## src/rtl/mem_bus_arbiter.sv

```systemverilog
// Two-port round-robin arbiter that serializes two single-cycle cores onto one data memory.
// Define MEM_ARB_STATS_EN to build the per-port stall-cycle counters (otherwise they read 0).
module mem_bus_arbiter #(
    parameter int DATA_W  = 64,
    parameter int MEM_LAT = 1
) (
    input  logic              clk,
    input  logic              rst,
    input  logic [DATA_W-1:0] AddressBus_0,
    input  logic [DATA_W-1:0] AddressBus_1,
    input  logic [DATA_W-1:0] DataBusOut_0,
    input  logic [DATA_W-1:0] DataBusOut_1,
    input  logic [2:0]        ControlBus_0,
    input  logic [2:0]        ControlBus_1,
    output logic [DATA_W-1:0] DataBusIn_0,
    output logic [DATA_W-1:0] DataBusIn_1,
    output logic              stall_0,
    output logic              stall_1,
    output logic [DATA_W-1:0] mem_addr,
    output logic [DATA_W-1:0] mem_wdata,
    output logic              mem_we,
    output logic              mem_re,
    input  logic [DATA_W-1:0] mem_rdata,
    output logic [63:0]       wait_cycles_0,
    output logic [63:0]       wait_cycles_1
);
    typedef enum logic [1:0] {ST_IDLE, ST_ACCESS, ST_DONE} state_t;
    localparam int CNT_W = (MEM_LAT > 1) ? $clog2(MEM_LAT) : 1;

    state_t            r_state;
    state_t            w_state_next;
    logic              r_owner;
    logic              r_rr_ptr;
    logic              r_op_write;
    logic              r_mem_we;
    logic              r_mem_re;
    logic [CNT_W-1:0]  r_lat_cnt;
    logic [DATA_W-1:0] r_mem_addr;
    logic [DATA_W-1:0] r_mem_wdata;

    logic [2:0]        w_ctl      [2];
    logic [DATA_W-1:0] w_addr_in  [2];
    logic [DATA_W-1:0] w_wdata_in [2];
    logic [DATA_W-1:0] w_data_in  [2];
    logic [63:0]       w_wait_cnt [2];
    logic [1:0]        w_req;
    logic [1:0]        w_stall;
    logic              w_lat_last;
    logic              w_capture;
    logic              w_start;
    logic              w_grant;
    logic              w_grant_write;
    logic              w_unused_regwrite;

    assign w_ctl[0]      = ControlBus_0;
    assign w_ctl[1]      = ControlBus_1;
    assign w_addr_in[0]  = AddressBus_0;
    assign w_addr_in[1]  = AddressBus_1;
    assign w_wdata_in[0] = DataBusOut_0;
    assign w_wdata_in[1] = DataBusOut_1;

    // RegWriteEn is the core's own concern; the arbiter only looks at the memory enables.
    assign w_unused_regwrite = w_ctl[0][0] ^ w_ctl[1][0];

    assign w_lat_last    = (r_lat_cnt == CNT_W'(MEM_LAT - 1));
    assign w_capture     = (r_state == ST_ACCESS) && w_lat_last && !r_op_write;
    assign w_grant_write = w_ctl[w_grant][2];

    genvar gi;
    generate
        for (gi = 0; gi < 2; gi++) begin : g_port
            logic [DATA_W-1:0] r_data_in;

            assign w_req[gi]   = w_ctl[gi][2] | w_ctl[gi][1];
            assign w_stall[gi] = w_req[gi] & ~((r_state == ST_DONE) && (r_owner == 1'(gi)));

            always_ff @(posedge clk or posedge rst) begin
                if (rst) begin
                    r_data_in <= '0;
                end else if (w_capture && (r_owner == 1'(gi))) begin
                    r_data_in <= mem_rdata;
                end
            end
            assign w_data_in[gi] = r_data_in;

`ifdef MEM_ARB_STATS_EN
            logic [63:0] r_wait_cnt;
            always_ff @(posedge clk or posedge rst) begin
                if (rst) begin
                    r_wait_cnt <= '0;
                end else if (w_stall[gi]) begin
                    r_wait_cnt <= r_wait_cnt + 64'd1;
                end
            end
            assign w_wait_cnt[gi] = r_wait_cnt;
`else
            assign w_wait_cnt[gi] = '0;
`endif
        end
    endgenerate

    always_comb begin
        w_state_next = r_state;
        w_start      = 1'b0;
        w_grant      = r_rr_ptr;
        case (r_state)
            ST_IDLE: begin
                if (|w_req) begin
                    w_start      = 1'b1;
                    w_state_next = ST_ACCESS;
                    w_grant      = (&w_req) ? r_rr_ptr : w_req[1];
                end
            end
            ST_ACCESS: begin
                if (w_lat_last) begin
                    w_state_next = ST_DONE;
                end
            end
            ST_DONE: begin
                // Hand straight over to a waiting partner so no IDLE bubble is inserted.
                if (w_req[~r_owner]) begin
                    w_start      = 1'b1;
                    w_state_next = ST_ACCESS;
                    w_grant      = ~r_owner;
                end else begin
                    w_state_next = ST_IDLE;
                end
            end
            default: w_state_next = ST_IDLE;
        endcase
    end

    always_ff @(posedge clk or posedge rst) begin
        if (rst) begin
            r_state     <= ST_IDLE;
            r_owner     <= 1'b0;
            r_rr_ptr    <= 1'b0;
            r_op_write  <= 1'b0;
            r_mem_we    <= 1'b0;
            r_mem_re    <= 1'b0;
            r_lat_cnt   <= '0;
            r_mem_addr  <= '0;
            r_mem_wdata <= '0;
        end else begin
            r_state  <= w_state_next;
            r_mem_we <= 1'b0;
            if (w_start) begin
                r_owner     <= w_grant;
                r_op_write  <= w_grant_write;
                r_mem_addr  <= w_addr_in[w_grant];
                r_mem_wdata <= w_wdata_in[w_grant];
                r_mem_we    <= w_grant_write;
                r_mem_re    <= ~w_grant_write;
                r_lat_cnt   <= '0;
            end else if (r_state == ST_ACCESS) begin
                r_lat_cnt <= r_lat_cnt + CNT_W'(1);
                if (w_lat_last) begin
                    r_mem_re <= 1'b0;
                    r_rr_ptr <= ~r_rr_ptr;
                end
            end
        end
    end

    assign stall_0       = w_stall[0];
    assign stall_1       = w_stall[1];
    assign DataBusIn_0   = w_data_in[0];
    assign DataBusIn_1   = w_data_in[1];
    assign mem_addr      = r_mem_addr;
    assign mem_wdata     = r_mem_wdata;
    assign mem_we        = r_mem_we;
    assign mem_re        = r_mem_re;
    assign wait_cycles_0 = w_wait_cnt[0];
    assign wait_cycles_1 = w_wait_cnt[1];
endmodule
```

## config.mk

```make
export PLATFORM = sky130hd
export DESIGN_NAME = mem_bus_arbiter
export DESIGN_NICKNAME = d
export VERILOG_FILES = /design/src/rtl/mem_bus_arbiter.sv
export SDC_FILE = /design/constraint.sdc
export NUM_CORES = 1
export LEC_CHECK = 0
export ABC_AREA = 1
export BUFFER_PORTS_ARGS = -buffer_cell sky130_fd_sc_hd__buf_4
export CELL_PAD_IN_SITES_DETAIL_PLACEMENT = 1
export CELL_PAD_IN_SITES_GLOBAL_PLACEMENT = 1
export CORE_AREA = 2 2 280 282
export DETAILED_ROUTE_END_ITERATION = 10
export DIE_AREA = 0 0 282 284
export GPL_ROUTABILITY_DRIVEN = 0
export PLACE_DENSITY = 0.5
export SETUP_SLACK_MARGIN = 0.3
export SLEW_MARGIN = 15
export SYNTH_ARGS = -nofsm -noshare
export SYNTH_HDL_FRONTEND = slang
export SYNTH_SLANG_ARGS = --single-unit
```

## constraint.sdc

```tcl
create_clock -name clk -period 21.9 [get_ports clk]
set_input_delay 3.285 -clock clk [delete_from_list [all_inputs] [get_ports clk]]
set_output_delay 3.285 -clock clk [all_outputs]
set_load 0.005 [all_outputs]
```

==> results.toml <==
[sta]
final_max_slew_viol_count = 0
achievable-frequency_ghz = 0.139
worst_slack_ns = 14.68
finalWorstPathRequiredPeriod_ns = 7.22
timing.final.crit_share_pct = 33.0
timing_hold_violations_final = 0
rsz0062_at_grt = "no"
worst_margin_pin_slew_ns = 1.18
clock-skew-final_ns = 0.0150
finalSetupTns_ns = 0
slew_headroom_pct = 21.7
setup-violations-final = 0
minimum_hold_slack_ns = 0.476

[global_route]
grt_pass1_vias = 13771
grt_start_max_net_pins = 92
track_usage_pct = 14.5
globalRoute.totalOverflow = 0
antenna_found_initial = 8
grt_first_pass_wirelength_um = 89100

[min_path]
min_path_cells = 2
min-delay-path-class = "reg -> reg"
worstHoldStart = "mem_addr[21]$_DFFE_PP0P_"
worst_hold_path.endpoint = "mem_addr[21]$_DFFE_PP0P_"

[setup_path]
crit_path_start_kind = "primary input"
worstSetupEndpointType = "output pin"
crit_start = "ControlBus_1[2]"
cp_slowest_cell = "sky130_fd_sc_hd__nand2_1"
cp.arrival_ns = 3.93
cpLargestDelayFamily = "buffers and inverters"
timing.reg2reg.setup_slack_ns = 18.47
r2r.worst_path.cells = 8
cp_num_buf_inv = 4
crit_fanout = 4
critical_path_class = "in -> out"
cpMostUsedCell = "sky130_fd_sc_hd__buf_4"
crit_required_ns = 18.62
worstReg2RegStart = "r_rr_ptr$_DFFE_PP0P_"
crit_path_cell_trace = "buf_4 -> clkinv_1 -> nand2_1 -> inv_1 -> a21oi_1 -> buf_4"
worst_path_largest_cell_delay_ns = 0.14
worstReg2RegEnd = "mem_addr[10]$_DFFE_PP0P_"

[placed_design]
dpl_cell_area_um2 = 18400
dp.final_hpwl_um = 43200
preCtsSetupSlack_ns = 14.68
portBuffers = 585

[routing]
detailroute.via_count = 13111
routed_via_density = 3.89
detail_route.drc_violations = 0
route.detailed.wl_per_inst_um = 17.7
drt_iter0_markers = 453
drt_wl_total_um = 59800
drtAntennaViolNets = 0
detail_route.first_pass.iterations = 4

[die]
y_dimension_of_the_die_um = 284
core_um2 = 77000
fp.dieArea_um2 = 80100
pin_count = 716
chipWidth_um = 282
std_cell_rows = 102
initial_core_utilization_pct = 17.6

[pwr]
vdd_drop_max_v = 0.0000689
powerDensity_nw_per_um2 = 148
static_leak_nw = 11.1

[synth]
synth.avg_cell_area_um2 = 7.63
synth_area_um2 = 13600
synth_seq_area_share_pct = 48.7
yosys_warnings = 0
post_synthesis_cells = 1776
yosys_register_bits = 264
post_synth_num_cell_types = 21

[cells_and_area]
finish.net_count = 2629
layout_commonest_cell = "sky130_fd_sc_hd__buf_4"
synthToLayoutAreaGrowth_pct = 44.3
final_core_util_pct = 25.4
fillCellCount = 9342
mostFrequentLayoutCells = "sky130_fd_sc_hd__buf_4 (599), sky130_fd_sc_hd__nand2_1 (527), sky130_fd_sc_hd__inv_1 (328)"
drive_above_1_share_pct = 28.6
post-route-cell-area_um2 = 19600

[clock_tree]
cts_sinks = 264
cts_buffers = 36
cts-root-to-sink-buffers = 3
worst_skew_pair.late_latency_ns = 0.54
tritoncts = "built"
worst_setup_hold_path_clk_slew_ns = 0.05
postCtsSetupBuffers = 0
post_cts_resize_count = 0
postCtsHoldBufs = 0
ctsHtreeMaxLevel = 2
ctsRootBufferMaster = "sky130_fd_sc_hd__clkbuf_16"

[outcome]
result_of_the_run = "finished clean"

[run]
maxCapViolCount = 0
kinds of logic after synthesis:
logic type	after synthesis	share of synthesized area, %
and+or+nand+nor	799	25.8
DFF	264	48.7
xor gates and xnor gates	1	0.0646
buffers and inverters	574	20.2
other	1	0.0277
AOI/OAI and AO/OA	137	5.10
worst max path at each step:
stage / to / cells past startpoint
after floorplan: DataBusIn_0[0]$_DFFE_PP0P_ / 1
after global placement: stall_1 / 6
after detailed placement: stall_1 / 6
after CTS: stall_1 / 6
after global routing: stall_1 / 6
final: stall_1 / 6
stage by stage:
step	instances	power (mW)
6_report	3371	2.90
4_1_cts	3364	2.99
3_3_place_gp	3302	2.35
2_1_floorplan	1903	1.62
3_5_place_dp	3302	2.39
5_1_grt	3371	3.16
worst reg2reg max path: stages (launching register included):
cell and delay [ns]:
sky130_fd_sc_hd__dfrtp_1 0.43, sky130_fd_sc_hd__inv_2 0.10, sky130_fd_sc_hd__nand2_4 0.55, sky130_fd_sc_hd__nand3_4 0.75
sky130_fd_sc_hd__buf_12 0.33, sky130_fd_sc_hd__buf_4 0.63, sky130_fd_sc_hd__nand2_1 0.33, sky130_fd_sc_hd__nand3_1 0.14
sky130_fd_sc_hd__nand2_1 0.06
per-layer routing:
layer / global-route usage [%] / part of all wire, % / up-vias
li1: - / - / 6286
met1: 16.9 / 39 / 6406
met2: 26.5 / 53 / 342
met3: 2.45 / 4.8 / 73
met4: 4.76 / 2.7 / 4
met5: 0 / 0.038 / -
final cells by class:
type | count | area, um^2 | share of cell area, %
diodes | 6 | 15.0 | 0.0767
clock buffers | 56 | 1080 | 5.51
clock inverters | 6 | 40.0 | 0.205
inverters | 334 | 1260 | 6.46
multi-input cells | 1065 | 4750 | 24.3
flip-flops and latches | 264 | 6610 | 33.8
well taps | 1040 | 1300 | 6.65
repair buffers | 600 | 4520 | 23.1
cells in the mapped netlist:
cell type / n / area [um^2]
sky130_fd_sc_hd__nand3_1: 133 / 666
sky130_fd_sc_hd__conb_1: 1 / 3.75
sky130_fd_sc_hd__inv_1: 329 / 1230
sky130_fd_sc_hd__buf_2: 54 / 270
sky130_fd_sc_hd__inv_2: 4 / 15.0
sky130_fd_sc_hd__buf_1: 3 / 11.3
sky130_fd_sc_hd__nor2_2: 2 / 12.5
sky130_fd_sc_hd__o2111ai_1: 1 / 8.76
sky130_fd_sc_hd__dfrtp_1: 264 / 6610
sky130_fd_sc_hd__nand4_1: 130 / 813
sky130_fd_sc_hd__nand2_1: 531 / 1990
sky130_fd_sc_hd__o21ai_0: 121 / 606
sky130_fd_sc_hd__nand3_2: 1 / 10.0
sky130_fd_sc_hd__xor2_1: 1 / 8.76
sky130_fd_sc_hd__a21oi_1: 4 / 20.0
sky130_fd_sc_hd__o21ai_1: 10 / 50.1
sky130_fd_sc_hd__nor2_1: 2 / 7.51
sky130_fd_sc_hd__clkinv_1: 1 / 3.75
sky130_fd_sc_hd__buf_4: 139 / 1040
sky130_fd_sc_hd__clkbuf_1: 44 / 165
sky130_fd_sc_hd__o211ai_1: 1 / 7.51
power breakdown:
group / internal [mW] / switching [mW]
logic: 0.587 / 0.855
registers: 0.747 / 0.142
clock network: 0.337 / 0.235
total: 1.67 / 1.23
sequential cells by signal (all words and copies together) (netlist names):
signal / flops
mem_we: 1
r_owner: 1
mem_re: 1
mem_addr: 64
DataBusIn_1: 64
r_lat_cnt: 1
r_op_write: 1
r_state: 2
r_rr_ptr: 1
DataBusIn_0: 64
mem_wdata: 64
(Power assumes the default switching activity.)
